File: config.mk
export PLATFORM = sky130hd
export DESIGN_NAME = contrast_pipe
export DESIGN_NICKNAME = d
export VERILOG_FILES = /design/src/rtl/contrast_pipe.sv
export SDC_FILE = /design/constraint.sdc
export NUM_CORES = 1
export LEC_CHECK = 0
export CAP_MARGIN = 5
export CORE_MARGIN = 4
export CORE_UTILIZATION = 40
export CTS_CLUSTER_DIAMETER = 80
export DETAILED_ROUTE_END_ITERATION = 16
export HOLD_SLACK_MARGIN = 0.03
export MAX_ROUTING_LAYER = met4
export PLACE_DENSITY_LB_ADDON = 0.12
export RECOVER_POWER = 25
export SLEW_MARGIN = 10
export SYNTH_ARGS = -nofsm -noshare
export SYNTH_HDL_FRONTEND = slang
export SYNTH_SLANG_ARGS = --single-unit
File: constraint.sdc
create_clock -name clk -period 5.1 [get_ports clk]
set_clock_uncertainty 0.05 [all_clocks]
set_input_delay 1.02 -clock clk [delete_from_list [all_inputs] [get_ports clk]]
set_output_delay 1.02 -clock clk [all_outputs]
set_load 0.03 [all_outputs]
File: src/rtl/contrast_pipe.sv
// Per-pixel contrast stage: scales R/G/B about MID by level/2^FRAC with clamping.
// Level stepped by inc/dec (edge + auto-repeat), committed at frame_start; 3-cycle pipeline.
module contrast_pipe #(
  parameter int DW         = 8,
  parameter int LW         = 4,
  parameter int FRAC       = 3,
  parameter int MID        = 128,
  parameter int PASS_W     = 24,
  parameter int REPEAT_CYC = 1000000
) (
  input  logic              clk,
  input  logic              rst,
  input  logic              inc,
  input  logic              dec,
  input  logic              frame_start,
  input  logic              in_valid,
  input  logic [DW-1:0]     in_r,
  input  logic [DW-1:0]     in_g,
  input  logic [DW-1:0]     in_b,
  input  logic [PASS_W-1:0] pass_in,
  output logic              out_valid,
  output logic [DW-1:0]     out_r,
  output logic [DW-1:0]     out_g,
  output logic [DW-1:0]     out_b,
  output logic [PASS_W-1:0] pass_thru,
  output logic [LW-1:0]     level_out,
  output logic [LW-1:0]     level_pend
);

  localparam int PW = DW + LW;
  localparam int CW = (REPEAT_CYC > 2) ? $clog2(REPEAT_CYC) : 1;
  localparam logic [CW-1:0] CNT_LAST  = CW'(REPEAT_CYC - 1);
  localparam logic [LW-1:0] LVL_UNITY = LW'(1 << FRAC);
  localparam logic [LW-1:0] LVL_MAX   = '1;
  localparam logic [DW-1:0] MID_C     = DW'(MID);
  localparam logic signed [PW:0] MID_S = (PW+1)'(MID);
  localparam logic signed [PW:0] MAX_S = (PW+1)'((1 << DW) - 1);

  function automatic logic [DW-1:0] abs_diff(input logic [DW-1:0] c);
    return (c < MID_C) ? (MID_C - c) : (c - MID_C);
  endfunction

  // Truncating shift then clamp of MID +/- m into the channel range.
  function automatic logic [DW-1:0] scale_sat(input logic sgn, input logic [PW-1:0] prod);
    logic signed [PW:0] m;
    logic signed [PW:0] y;
    m = $signed({1'b0, prod >> FRAC});
    y = sgn ? (MID_S - m) : (MID_S + m);
    if (y < 0)          return '0;
    else if (y > MAX_S) return '1;
    else                return y[DW-1:0];
  endfunction

  // Level control
  logic          inc_prev_q, dec_prev_q;
  logic [CW-1:0] rep_cnt_q, rep_cnt_d;
  logic [LW-1:0] level_pend_q, level_pend_d;
  logic [LW-1:0] level_out_q, level_out_d;
  logic          inc_rise, dec_rise, rep_hit, step_up, step_dn;

  always_comb begin
    inc_rise     = inc & ~inc_prev_q;
    dec_rise     = dec & ~dec_prev_q;
    rep_hit      = (rep_cnt_q == CNT_LAST);
    step_up      = inc & ~dec & (inc_rise | rep_hit);
    step_dn      = dec & ~inc & (dec_rise | rep_hit);
    rep_cnt_d    = rep_cnt_q + 1'b1;
    level_pend_d = level_pend_q;
    level_out_d  = frame_start ? level_pend_q : level_out_q;
    if ((inc & dec) | ~(inc | dec) | inc_rise | dec_rise | rep_hit)
      rep_cnt_d = '0;
    if (step_up && level_pend_q != LVL_MAX)
      level_pend_d = level_pend_q + 1'b1;
    else if (step_dn && level_pend_q != '0)
      level_pend_d = level_pend_q - 1'b1;
  end

  always_ff @(posedge clk) begin
    if (rst) begin
      inc_prev_q   <= 1'b0;
      dec_prev_q   <= 1'b0;
      rep_cnt_q    <= '0;
      level_pend_q <= LVL_UNITY;
      level_out_q  <= LVL_UNITY;
    end else begin
      inc_prev_q   <= inc;
      dec_prev_q   <= dec;
      rep_cnt_q    <= rep_cnt_d;
      level_pend_q <= level_pend_d;
      level_out_q  <= level_out_d;
    end
  end

  assign level_out  = level_out_q;
  assign level_pend = level_pend_q;

  // Pipeline storage; index 0/1/2 = r/g/b
  logic [2:0][DW-1:0]     chan_in;
  logic [2:0]             sign_p0_q, sign_p1_q;
  logic [2:0][DW-1:0]     mag_p0_q;
  logic [LW-1:0]          lvl_p0_q;
  logic [2:0][PW-1:0]     prod_p1_q;
  logic [2:0][DW-1:0]     pix_p2_q;
  logic                   vld_p0_q, vld_p1_q, vld_p2_q;
  logic [PASS_W-1:0]      pass_p0_q, pass_p1_q, pass_p2_q;

  assign chan_in = {in_b, in_g, in_r};

  always_ff @(posedge clk) begin
    if (rst) begin
      vld_p0_q <= 1'b0;
      vld_p1_q <= 1'b0;
      vld_p2_q <= 1'b0;
    end else begin
      vld_p0_q <= in_valid;
      vld_p1_q <= vld_p0_q;
      vld_p2_q <= vld_p1_q;
    end
  end

  // S1: level select, sign and magnitude about MID
  always_ff @(posedge clk) begin
    lvl_p0_q  <= level_out_d;
    pass_p0_q <= pass_in;
    for (int i = 0; i < 3; i++) begin
      sign_p0_q[i] <= (chan_in[i] < MID_C);
      mag_p0_q[i]  <= abs_diff(chan_in[i]);
    end
  end

  // S2: unsigned gain multiply
  always_ff @(posedge clk) begin
    pass_p1_q <= pass_p0_q;
    sign_p1_q <= sign_p0_q;
    for (int i = 0; i < 3; i++)
      prod_p1_q[i] <= PW'(mag_p0_q[i]) * PW'(lvl_p0_q);
  end

  // S3: shift, re-centre, clamp
  always_ff @(posedge clk) begin
    if (rst) begin
      pix_p2_q  <= '0;
      pass_p2_q <= '0;
    end else begin
      pass_p2_q <= pass_p1_q;
      for (int i = 0; i < 3; i++)
        pix_p2_q[i] <= scale_sat(sign_p1_q[i], prod_p1_q[i]);
    end
  end

  assign out_valid = vld_p2_q;
  assign out_r     = pix_p2_q[0];
  assign out_g     = pix_p2_q[1];
  assign out_b     = pix_p2_q[2];
  assign pass_thru = pass_p2_q;

endmodule

### After elaboration in Yosys (flattened, before gate mapping)

Cells that the tools add are included.

* flip-flop bits (word level): 199
* bits in latches: 0
* bits in writable memories: 0
* memory bits (read-only): 0
* bits of input ports: 54
* memories: 0

* add/sub/neg operators: 15
* multiply operators: 3
* div/mod/pow operators: 0
* $lt $le $gt $ge: 9
* equality and inequality tests: 2
* shift-type cells: 0
* muxes and demuxes: 12
* bitwise logic cells: 19
* reduce and logical (&&, ||, !) cells: 8

Operators by type and width (number)
* $mux W8: 6
* $gt A13 B9 Y1 const B: 3
* $lt A13 B1 Y1 const B: 3
* $mux W13: 3
* $mul A8 B4 Y12: 3
* $add A8 B9 Y10 const A: 3
* $sub A8 B9 Y10 const A: 3
* $lt A8 B8 Y1 const B: 3
* $sub A8 B8 Y8 const A: 3
* $sub A8 B8 Y8 const B: 3
* $add A20 B1 Y20 const B: 1
* $eq A20 B20 Y1 const B: 1
* $mux W4: 3
* $reduce_or A2 Y1: 4
* $and A1 B1 Y1: 7
* $or A1 B1 Y1: 7
* $not A1 Y1: 5
* $add A4 B1 Y4 const B: 1
* $ne A4 B4 Y1 const B: 1
* $reduce_bool A4 Y1: 1
* $sub A4 B1 Y4 const B: 1
* $logic_and A1 B1 Y1: 2
* $reduce_bool A2 Y1: 1

### Logic depth before layout (Yosys ltp)

Gate-level depths: netlist of the first run.

* depth in word-level cells: 7
* depth in mapped cells: 13

### Worst setup path after synthesis of the first run

OpenSTA, ideal clock, no wires.

* path kind: register -> register
* from: register lvl_p0_q[3]
* to: register prod_p1_q[10] (netlist bit)
* setup time: 0.073 ns
* arrival: 3.367 ns
* slack: 1.610 ns
* cell stages (with the launch flop): 13
* period minus slack after synthesis: 3.490 ns
* cells stage by stage: dfxtp_1 clkbuf_1 nand2_1 fa_1 inv_1 fa_1 fa_1 a21o_1 a21oi_1 o21ai_0 or4_1 o311ai_0 xnor2_1

* word-level cells in the longest chain between the ends: 1

RTL lines
* from (decl): RTL line 101 `logic [LW-1:0] lvl_p0_q;`
* from (signal assigned): RTL line 123 `lvl_p0_q <= level_out_d;`
* $mul A8 B4 Y12: RTL line 136 `prod_p1_q[i] <= PW'(mag_p0_q[i]) * PW'(lvl_p0_q);`
* to (signal, indexed assignment): RTL line 136
* to (decl): RTL line 102 `logic [2:0][PW-1:0] prod_p1_q;`

Every way passes these cells.
A chain may end at the register's enable or synchronous reset.

### Worst setup path after layout of the first run

Same ends and word-level chain as after synthesis.

==> impl_metrics.csv, run 1 <==
group,metric,value,unit
outcome,outcome,"finished clean",
logic_synthesis,synth_largest_area_cell,"dfxtp_1",
detailed_routing,viasPerCell,4.57,
timing,rsz0062_at_grt,"no",
power,power_density,365,nW/um2
die,die-area,24000,um2
logic_synthesis,synth_area,8640,um2
power,power.switching,1.17,mW
clock_network,post_cts_resized,0,
clock_network,cts_htree_levels,4,
logic_synthesis,netlist_instances,859,
setup_path,crit-reg2reg-launch,"lvl_p0_q[3]",
setup_path,critPathRequiredTime,5.41,ns
timing,hold_viol,0,
clock_network,clk_pin_slew_worst_paths,0.07,ns
power,p_leak,4.66,nW
logic_synthesis,synth_nets,1012,
final_layout,fillers,1973,
global_routing,track_usage,0.136,
logic_synthesis,synthTopCellsByArea,"dfxtp_1 44%, ha_1 9.0%, fa_1 8.6%, and2_1 4.9%, xor2_1 4.7%",
power,power_frac_seq,0.460,
clock_network,cts_root_buf,"clkbuf_16",
timing,setup_viol,0,
detailed_routing,antenna_left,0,
worst_hold_path,hold_path_depth,0,
global_routing,grt_pass1_vias,5526,
detailed_routing,route.detailed.drc,0,
logic_synthesis,async_flop_share,0,
setup_path,reg2reg_slack,1.20,ns
worst_hold_path,holdCritStartpoint,"pass_p0_q[13]",
logic_synthesis,synth_cell_types,49,
logic_synthesis,ys_ff_latch,190,
power,vdd_drop_max,0.000188,V
power,p_int,2.69,mW
global_routing,antenna_found_initial,0,
global_routing,grt_max_degree,25,
timing,period_share,0.765,
placed_design,port_buffers,110,
timing,fin_tns_setup,0,ns
setup_path,end_kind,"flip-flop",
timing,maxSlewViolCount,0,
die,start_util,0.408,
setup_path,critical_path_class,"reg2reg",
final_layout,fin_util,0.500,
timing,whs,0.275,ns
clock_network,tritoncts_num_sinks,190,
clock_network,postCtsSetupBuffers,0,
final_layout,area_growth,22.4,%
placed_design,post-place-ws,1.17,ns
logic_synthesis,syn_area_per_cell,10.1,um2
timing,slew_headroom,0.107,
logic_synthesis,synth_edf_count,0,
logic_synthesis,synth_top_area_frac,0.440,
placed_design,dp_hpwl,11500,um
timing,fin_ws,1.20,ns
setup_path,rr_endpoint,"prod_p1_q[10]",
clock_network,clk_latency,0.42,ns
timing,max_freq,0.256,GHz
global_routing,grt_pass1_wl,26000,um
worst_hold_path,hold_class,"reg2reg",
power,swShare,0.303,
die,rows,53,
power,combPwrFrac,0.211,
detailed_routing,firstDrtPassIters,4,
setup_path,reg2reg_depth,11,
detailed_routing,drt_iter0_markers,194,
clock_network,cts_hold_buf,0,
flow_run,drv_cap,0,
die,dieWidth,155,um
timing,layout_min_cycle_time,3.90,ns
die,num_io_pins,111,
setup_path,critPathArrivalTime,4.21,ns
worst_hold_path,hold_end,"pass_p1_q[13]",
die,die_y,155,um
final_layout,num_antenna_cells,0,
detailed_routing,wirelength,15300,um
detailed_routing,routed_wire_length_per_instance,12.2,um
clock_network,cts_buffer_depth,2,
clock_network,tritoncts,"yes",
final_layout,nets,1121,
power,p_clk_frac,0.329,
detailed_routing,dr_total_vias,5742,
setup_path,critPathLaunchType,"flip-flop",
die,core-area,21200,um2
placed_design,place.gp.congestion,0.754,
clock_network,cts_buffers,17,
setup_path,path_max_fanout,24,
logic_synthesis,synth-main-ff-cell,"dfxtp_1",
setup_path,crit_start,"lvl_p0_q[3]",
logic_synthesis,yosysWarnings,0,
timing,tightest_slew,1.34,ns
final_layout,layout-drive-gt1-share,0.0530,
logic_synthesis,seq_area_frac_synth,0.440,
global_routing,grt-ovfl-total,0,
==> metrics by stage <==
stage | power (mW) | cell area, um2 | instances
2_1_floorplan | 2.36 | 8640 | 859
3_3_place_gp | 2.63 | 10000 | 1224
3_5_place_dp | 2.64 | 10000 | 1224
4_1_cts | 3.92 | 10600 | 1256
5_1_grt | 4.09 | 10600 | 1256
6_report | 3.86 | 10600 | 1256
==> Yosys cell counts (7+ instances only) <==
master	instances
clkbuf_1	21
and3_1	7
a21o_1	8
o21ai_0	13
mux2_2	7
o31ai_1	9
nor2_1	54
and2_1	68
inv_1	86
xor2_1	46
nor3_1	9
a21oi_1	44
dfxtp_1	190
nand3_1	10
fa_1	37
ha_1	62
xnor2_1	33
nand2_1	48
nor2b_1	37
==> worst max-delay path, stage by stage, from the launching register on <==
cell and delay (ns):
dfxtp_1 0.81, nand2_1 0.17, fa_1 0.56, inv_1 0.05
fa_1 0.53, fa_1 0.47, a21o_1 0.19, a21oi_1 0.21
o21ai_0 0.13, or4_1 0.39, o311ai_0 0.12, xnor2_1 0.16
==> per-layer routing <==
layer  up-vias  part of all wire  GRT usage
met1      2620              0.51      0.184
li1       3012                 -          -
met5         -                 0          -
met4         0             0.014     0.0433
met3        14             0.042     0.0245
met2        96              0.43      0.209
==> cell type report <==
type | instances | area [um2] | share of cell area
repair buffers | 112 | 1110 | 0.105
multi-input cells | 560 | 4420 | 0.418
well taps | 275 | 344 | 0.0325
inverters | 87 | 327 | 0.0309
flip-flops and latches | 190 | 3800 | 0.360
clock inverters | 14 | 128 | 0.0121
clock buffers | 18 | 439 | 0.0415
==> logic make-up (layout without fill, tap and decap cells) <==
| logic type | Yosys count | in the layout | synth area share |
|---|---|---|---|
| DFF | 190 | 190 | 0.440 |
| adders and majority gates | 99 | 99 | 0.176 |
| AOI/OAI and AO/OA | 100 | 100 | 0.0743 |
| buffers and inverters | 109 | 231 | 0.0478 |
| and+or+nand+nor | 271 | 271 | 0.168 |
| xor gates and xnor gates | 79 | 79 | 0.0801 |
| muxes | 11 | 11 | 0.0138 |
==> power groups by stage <==
| stage | registers [mW] | clock network, mW | logic (mW) |
|---|---|---|---|
| 5_1_grt | 1.80 | 1.37 | 0.921 |
| 3_3_place_gp | 1.81 | 0 | 0.824 |
| 6_report | 1.78 | 1.27 | 0.814 |
| 3_5_place_dp | 1.81 | 0 | 0.826 |
| 2_1_floorplan | 1.89 | 0 | 0.468 |
| 4_1_cts | 1.78 | 1.31 | 0.834 |
==> layout by cell type, fill, tap and decap left out, drive strengths merged, types with 14 or more instances in the layout <==
master           n
fa              37
inv             94
and2            68
xnor2           33
nor2            54
dlygate4sd3     27
nor2b           37
clkbuf          19
ha              62
o21ai           14
dfxtp          190
nand2           48
a21oi           44
clkdlybuf4s50   82
xor2            46
==> state kept, by name, indices dropped and copies added, names as in the netlist, 8 cells and up <==
register,cells
mag_p0_q,24
prod_p1_q,27
pass_p0_q,24
out_g,8
pass_p1_q,24
rep_cnt_q,20
out_b,8
out_r,8
pass_thru,24
==> how the worst max path moves through the flow <==
| stage | to | slack, ns | cells after the start |
|---|---|---|---|
| finish | prod_p1_q[10] | 1.20 | 11 |
| global route | prod_p1_q[10] | 0.88 | 11 |
| CTS | prod_p1_q[10] | 1.16 | 11 |
| detailed placement | prod_p1_q[10] | 1.17 | 11 |
| global placement | prod_p1_q[10] | 1.21 | 11 |
| floorplan | prod_p1_q[10] | 1.61 | 12 |
(Power assumes the default switching activity.)
==> run 2: changes to the inputs <==
Clock period 5.1 ns to 3.8 ns, I/O delays scaled along.
==> run 2 against run 1 <==
  * First-iteration DRC count shrank 15%
  * Routed wire length up 2.4%
  * Combinational power up 38%
  * Highest routed layer unchanged
  * Via count rose by 2.6%
  * Largest cell class unchanged
  * The run now ends with capacitance limit, slew limit left
==> impl_metrics.csv, run 2 (synthesis gave the netlist of run 1 again) <==
group,metric,value,unit
clock_network,cts_buffers,17,
power,p_leak,4.72,nW
timing,fin_tns_setup,0,ns
clock_network,post_cts_resized,0,
die,die-area,24000,um2
setup_path,critPathRequiredTime,4.06,ns
worst_hold_path,hold_class,"reg2reg",
clock_network,cts_htree_levels,4,
worst_hold_path,holdCritStartpoint,"pass_p0_q[17]",
global_routing,grt_max_degree,30,
die,num_io_pins,111,
clock_network,clk_pin_slew_worst_paths,0.07,ns
clock_network,postCtsSetupBuffers,0,
final_layout,area_growth,23.5,%
setup_path,critPathLaunchType,"flip-flop",
detailed_routing,wirelength,15700,um
clock_network,cts_buffer_depth,2,
flow_run,drv_cap,1,
global_routing,grt_pass1_wl,26600,um
final_layout,fin_util,0.504,
detailed_routing,drt_iter0_markers,165,
worst_hold_path,hold_end,"pass_p1_q[17]",
global_routing,grtUsageMet3,0.0214,
detailed_routing,antenna_left,0,
final_layout,layout-drive-gt1-share,0.0627,
detailed_routing,dr_total_vias,5891,
outcome,violations,"capacitance limit, slew limit",
global_routing,use_met1,0.176,
setup_path,crit-reg2reg-launch,"mag_p0_q[17]",
setup_path,path_delay_family,"adder cells",
setup_path,critPathArrivalTime,3.74,ns
die,die_y,155,um
die,start_util,0.408,
power,power_density,493,nW/um2
clock_network,clk_latency,0.42,ns
setup_path,reg2reg_slack,0.32,ns
setup_path,crit_buf_inv,2,
setup_path,critical_path_class,"reg2reg",
timing,rsz0062_at_grt,"no",
power,vdd_drop_max,0.000270,V
global_routing,grt_use_met2,0.226,
setup_path,cp_slowest_cell,"fa_1",
global_routing,grt.busiest_layer,"met2",
detailed_routing,viasPerCell,4.66,
detailed_routing,route.detailed.drc,0,
final_layout,largest_reg_flops,27,
timing,period_share,0.916,
outcome,outcome,"finished with violations",
setup_path,crit_chain,"and2_1, fa_1, inv_1, fa_1, inv_1, ha_1, a21oi_1, o21ai_0, and3_1, a311oi_1, a21oi_1, xor2_1",
timing,slew_headroom,-0.0114,
setup_path,path_max_fanout,5,
worst_hold_path,hold_path_depth,0,
setup_path,rr_endpoint,"prod_p1_q[35]",
placed_design,dp_hpwl,12200,um
timing,tightest_slew,1.52,ns
die,dieWidth,155,um
timing,setup_viol,0,
final_layout,num_antenna_cells,0,
final_layout,nets,1129,
global_routing,grt-ovfl-total,0,
timing,layout_min_cycle_time,3.48,ns
die,core-area,21200,um2
global_routing,track_usage,0.138,
timing,hold_viol,0,
setup_path,reg2reg_depth,12,
final_layout,regMostFlops,"prod_p1_q",
setup_path,slowest_delay,0.53,ns
clock_network,cts_root_buf,"clkbuf_16",
detailed_routing,routed_wire_length_per_instance,12.4,um
global_routing,antenna_found_initial,0,
timing,maxSlewViolCount,30,
die,rows,53,
final_layout,final_common_cell,"dfxtp_1",
clock_network,tritoncts,"yes",
final_layout,final_cell_mix,"187 x dfxtp_1, 86 x inv_1, 82 x clkdlybuf4s50_1",
timing,max_freq,0.287,GHz
clock_network,cts_hold_buf,0,
global_routing,grt_pass1_vias,5796,
detailed_routing,firstDrtPassIters,6,
clock_network,tritoncts_num_sinks,190,
placed_design,port_buffers,110,
setup_path,end_kind,"flip-flop",
placed_design,place.gp.congestion,0.785,
timing,whs,0.278,ns
==> run 2: cell count changes in the layout (fill, tap and decap cells not counted), sizes merged <==
cell,change
clkinvlp,-3
clkbuf,+1
clkinv,+2
bufinv,+1
buf,+8
inv,-1
==> run 2: routing by layer <==
layer / vias to the layer above / part of all wire
met3: 17 / 0.041
li1: 3037 / -
met2: 100 / 0.46
met1: 2737 / 0.48
met5: - / 0
met4: 0 / 0.015
==> run 2: where the power goes <==
part	leakage [nW]	switching, mW	total, mW	internal, mW
clock network	0.290	0.814	1.77	0.954
logic	2.84	0.596	1.12	0.521
registers	1.58	0.154	2.37	2.22
==> run 2: stage by stage <==
stage	setup slack [ns]	cells	total power, mW	area [um2]
after global routing	0.0392	1264	5.57	10700
after floorplan	0.310	859	3.16	8640
final	0.320	1264	5.26	10700
after CTS	0.182	1264	5.34	10700
after global placement	0.250	1232	3.55	10100
after detailed placement	0.199	1232	3.55	10100
==> run 2: cell type report <==
cell class                      instances  area [um2]
Sequential cell                       190        3810
Timing Repair Buffer                  120        1170
Multi-Input combinational cell        560        4420
Fill cell                            1997       10500
Clock buffer                           19         443
Tap cell                              275         344
Clock inverter                         13         153
Inverter                               87         327
==> run 2: how the worst max path moves through the flow <==
| stage | startpoint | end | slack, ns | cells past startpoint |
|---|---|---|---|---|
| finish | mag_p0_q[17] | prod_p1_q[35] | 0.32 | 12 |
| global route | lvl_p0_q[3] | prod_p1_q[22] | 0.04 | 13 |
| CTS | lvl_p0_q[3] | prod_p1_q[10] | 0.18 | 11 |
| detailed placement | lvl_p0_q[3] | prod_p1_q[10] | 0.20 | 11 |
| global placement | lvl_p0_q[3] | prod_p1_q[10] | 0.25 | 11 |
| floorplan | lvl_p0_q[3] | prod_p1_q[10] | 0.31 | 12 |
==> run 3: changes to the inputs <==
Settings changed: CORE_UTILIZATION 40 to 50.
==> run 3 against run 2 <==
  * The run still ends with capacitance limit, slew limit left
  * Global-route usage rose by 2.4 points
  * Register-to-register slack got worse by 0.10 ns
  * Non-clock buffer count did not move
  * Sequential power barely moved
  * Clock power barely moved
  * Die area fell by 19%
  * Sequential share of layout area rose by 0.16 points
  * Routed wire length fell by 5.1%
  * Highest routed layer unchanged
==> impl_metrics.csv, run 3 (synthesis gave the netlist of run 1 again) <==
group,metric,value,unit
outcome,outcome,"finished with violations",
outcome,violations,"capacitance limit, slew limit",
worst_hold_path,hold_class,"reg2reg",
timing,setup_viol,0,
clock_network,cts_buffer_depth,2,
setup_path,path_max_fanout,10,
die,core-area,16800,um2
placed_design,place.gp.congestion,0.800,
detailed_routing,dr_total_vias,5901,
clock_network,postCtsSetupBuffers,0,
die,num_io_pins,111,
global_routing,grt_pass1_wl,25700,um
global_routing,grt_pass1_vias,5637,
global_routing,grt_max_degree,35,
setup_path,crit_chain,"buf_4, and2_1, fa_1, inv_1, fa_1, inv_1, ha_1, a21oi_1, o21ai_0, and3_1, a311oi_2, a21oi_1, xor2_1",
detailed_routing,firstDrtPassIters,4,
die,rows,47,
timing,layout_min_cycle_time,3.58,ns
global_routing,antenna_found_initial,0,
detailed_routing,viasPerCell,4.88,
power,p_leak,4.72,nW
timing,maxSlewViolCount,35,
timing,hold_viol,0,
clock_network,tritoncts,"yes",
setup_path,slowest_delay,0.53,ns
detailed_routing,wirelength,14900,um
setup_path,critPathLaunchType,"flip-flop",
clock_network,post_cts_resized,0,
clock_network,cts_root_buf,"clkbuf_16",
setup_path,crit-reg2reg-launch,"lvl_p0_q[3]",
die,die_y,139,um
clock_network,tritoncts_num_sinks,190,
clock_network,cts_hold_buf,0,
clock_network,clk_pin_slew_worst_paths,0.08,ns
die,die-area,19400,um2
power,vdd_drop_max,0.000342,V
setup_path,end_kind,"flip-flop",
setup_path,cp-endpoint,"prod_p1_q[35]",
final_layout,fillers,1432,
placed_design,dp_hpwl,11300,um
global_routing,track_usage,0.162,
final_layout,final_common_cell,"dfxtp_1",
clock_network,clk_latency,0.43,ns
final_layout,largest_reg_flops,27,
timing,slew_headroom,-0.164,
setup_path,reg2reg_depth,13,
setup_path,critical_path_class,"reg2reg",
setup_path,critPathRequiredTime,4.06,ns
detailed_routing,route.detailed.drc,0,
global_routing,grt-ovfl-total,0,
die,start_util,0.515,
timing,fin_tns_setup,0,ns
setup_path,rr_endpoint,"prod_p1_q[35]",
setup_path,cp_slowest_cell,"fa_1",
detailed_routing,antenna_left,0,
clock_network,cts_buffers,17,
final_layout,num_antenna_cells,0,
detailed_routing,routed_wire_length_per_instance,12.3,um
setup_path,crit_start,"lvl_p0_q[3]",
detailed_routing,drt_iter0_markers,236,
final_layout,regMostFlops,"prod_p1_q",
clock_network,cts_htree_levels,4,
timing,rsz0062_at_grt,"no",
setup_path,reg2reg_slack,0.22,ns
final_layout,layout-drive-gt1-share,0.0617,
power,power_density,496,nW/um2
timing,max_freq,0.279,GHz
placed_design,port_buffers,110,
die,dieWidth,139,um
final_layout,nets,1129,
setup_path,critPathArrivalTime,3.85,ns
power,power,5.26,mW
final_layout,area_growth,22.8,%
timing,period_share,0.943,
flow_run,drv_cap,1,
timing,tightest_slew,1.75,ns
final_layout,final_cell_mix,"189 x dfxtp_1, 86 x inv_1, 79 x clkdlybuf4s50_1",
## run 3: changes by cell type in the layout (fill, tap and decap cells not counted), moves of 2 or more
cell	before	now
clkdlybuf4s50_1	82	79
dfxtp_1	187	189
dfxtp_2	3	1
dlygate4sd3_1	27	30
inv_6	3	0
inv_8	3	6
## run 3: how the worst min path moves through the flow
stage | startpoint | endpoint | slack, ns | depth (start not counted)
floorplan | pass_p0_q[0] | pass_p1_q[0] | 0.26 | 0
global placement | pass_p0_q[3] | pass_p1_q[3] | 0.26 | 0
detailed placement | pass_p0_q[14] | pass_p1_q[14] | 0.26 | 0
CTS | pass_p0_q[22] | pass_p1_q[22] | 0.27 | 0
global route | pass_p0_q[22] | pass_p1_q[22] | 0.28 | 0
finish | pass_p0_q[22] | pass_p1_q[22] | 0.27 | 0
## run 3: critical path: cells and delay by family, from the launching register on
family	cells	cell delay (ns)
XOR/XNOR	1	0.15
adder cells (fa/ha/maj)	3	1.40
buffers and inverters	3	0.31
AO/OA/AOI/OAI	4	0.77
flip-flops	1	0.40
AND/OR/NAND/NOR	2	0.41
## run 3: through the flow
stage	cell area (um2)	util	hold slack, ns	setup slack (ns)	cells
floorplan	8640	-	0.260	0.310	859
global placement	10000	0.597	0.260	0.244	1177
detailed placement	10000	0.597	0.262	0.184	1177
CTS	10600	0.633	0.272	0.150	1209
global route	10600	0.633	0.281	0.00110	1209
finish	10600	0.633	0.271	0.217	1209
## run 3: where the power goes
| group | switching (mW) | internal, mW |
|---|---|---|
| clock | 0.832 | 0.947 |
| sequential | 0.157 | 2.22 |
| combinational | 0.588 | 0.520 |
## run 3: cell type report
cell class / instances / area [um2] / share of cell area
sequential: 190 / 3800 / 0.359
inverter: 87 / 327 / 0.0308
tap: 220 / 275 / 0.0259
multi-input combinational: 560 / 4430 / 0.417
clock buffer: 18 / 429 / 0.0404
clock inverter: 14 / 176 / 0.0166
timing repair buffer: 120 / 1170 / 0.110
## run 3: layer usage
layer,share of wire,up-vias,GRT usage
li1,-,3040,-
met1,0.48,2751,0.202
met2,0.47,96,0.265
met3,0.039,14,0.0408
met4,0.012,0,0.0448
met5,0,-,-
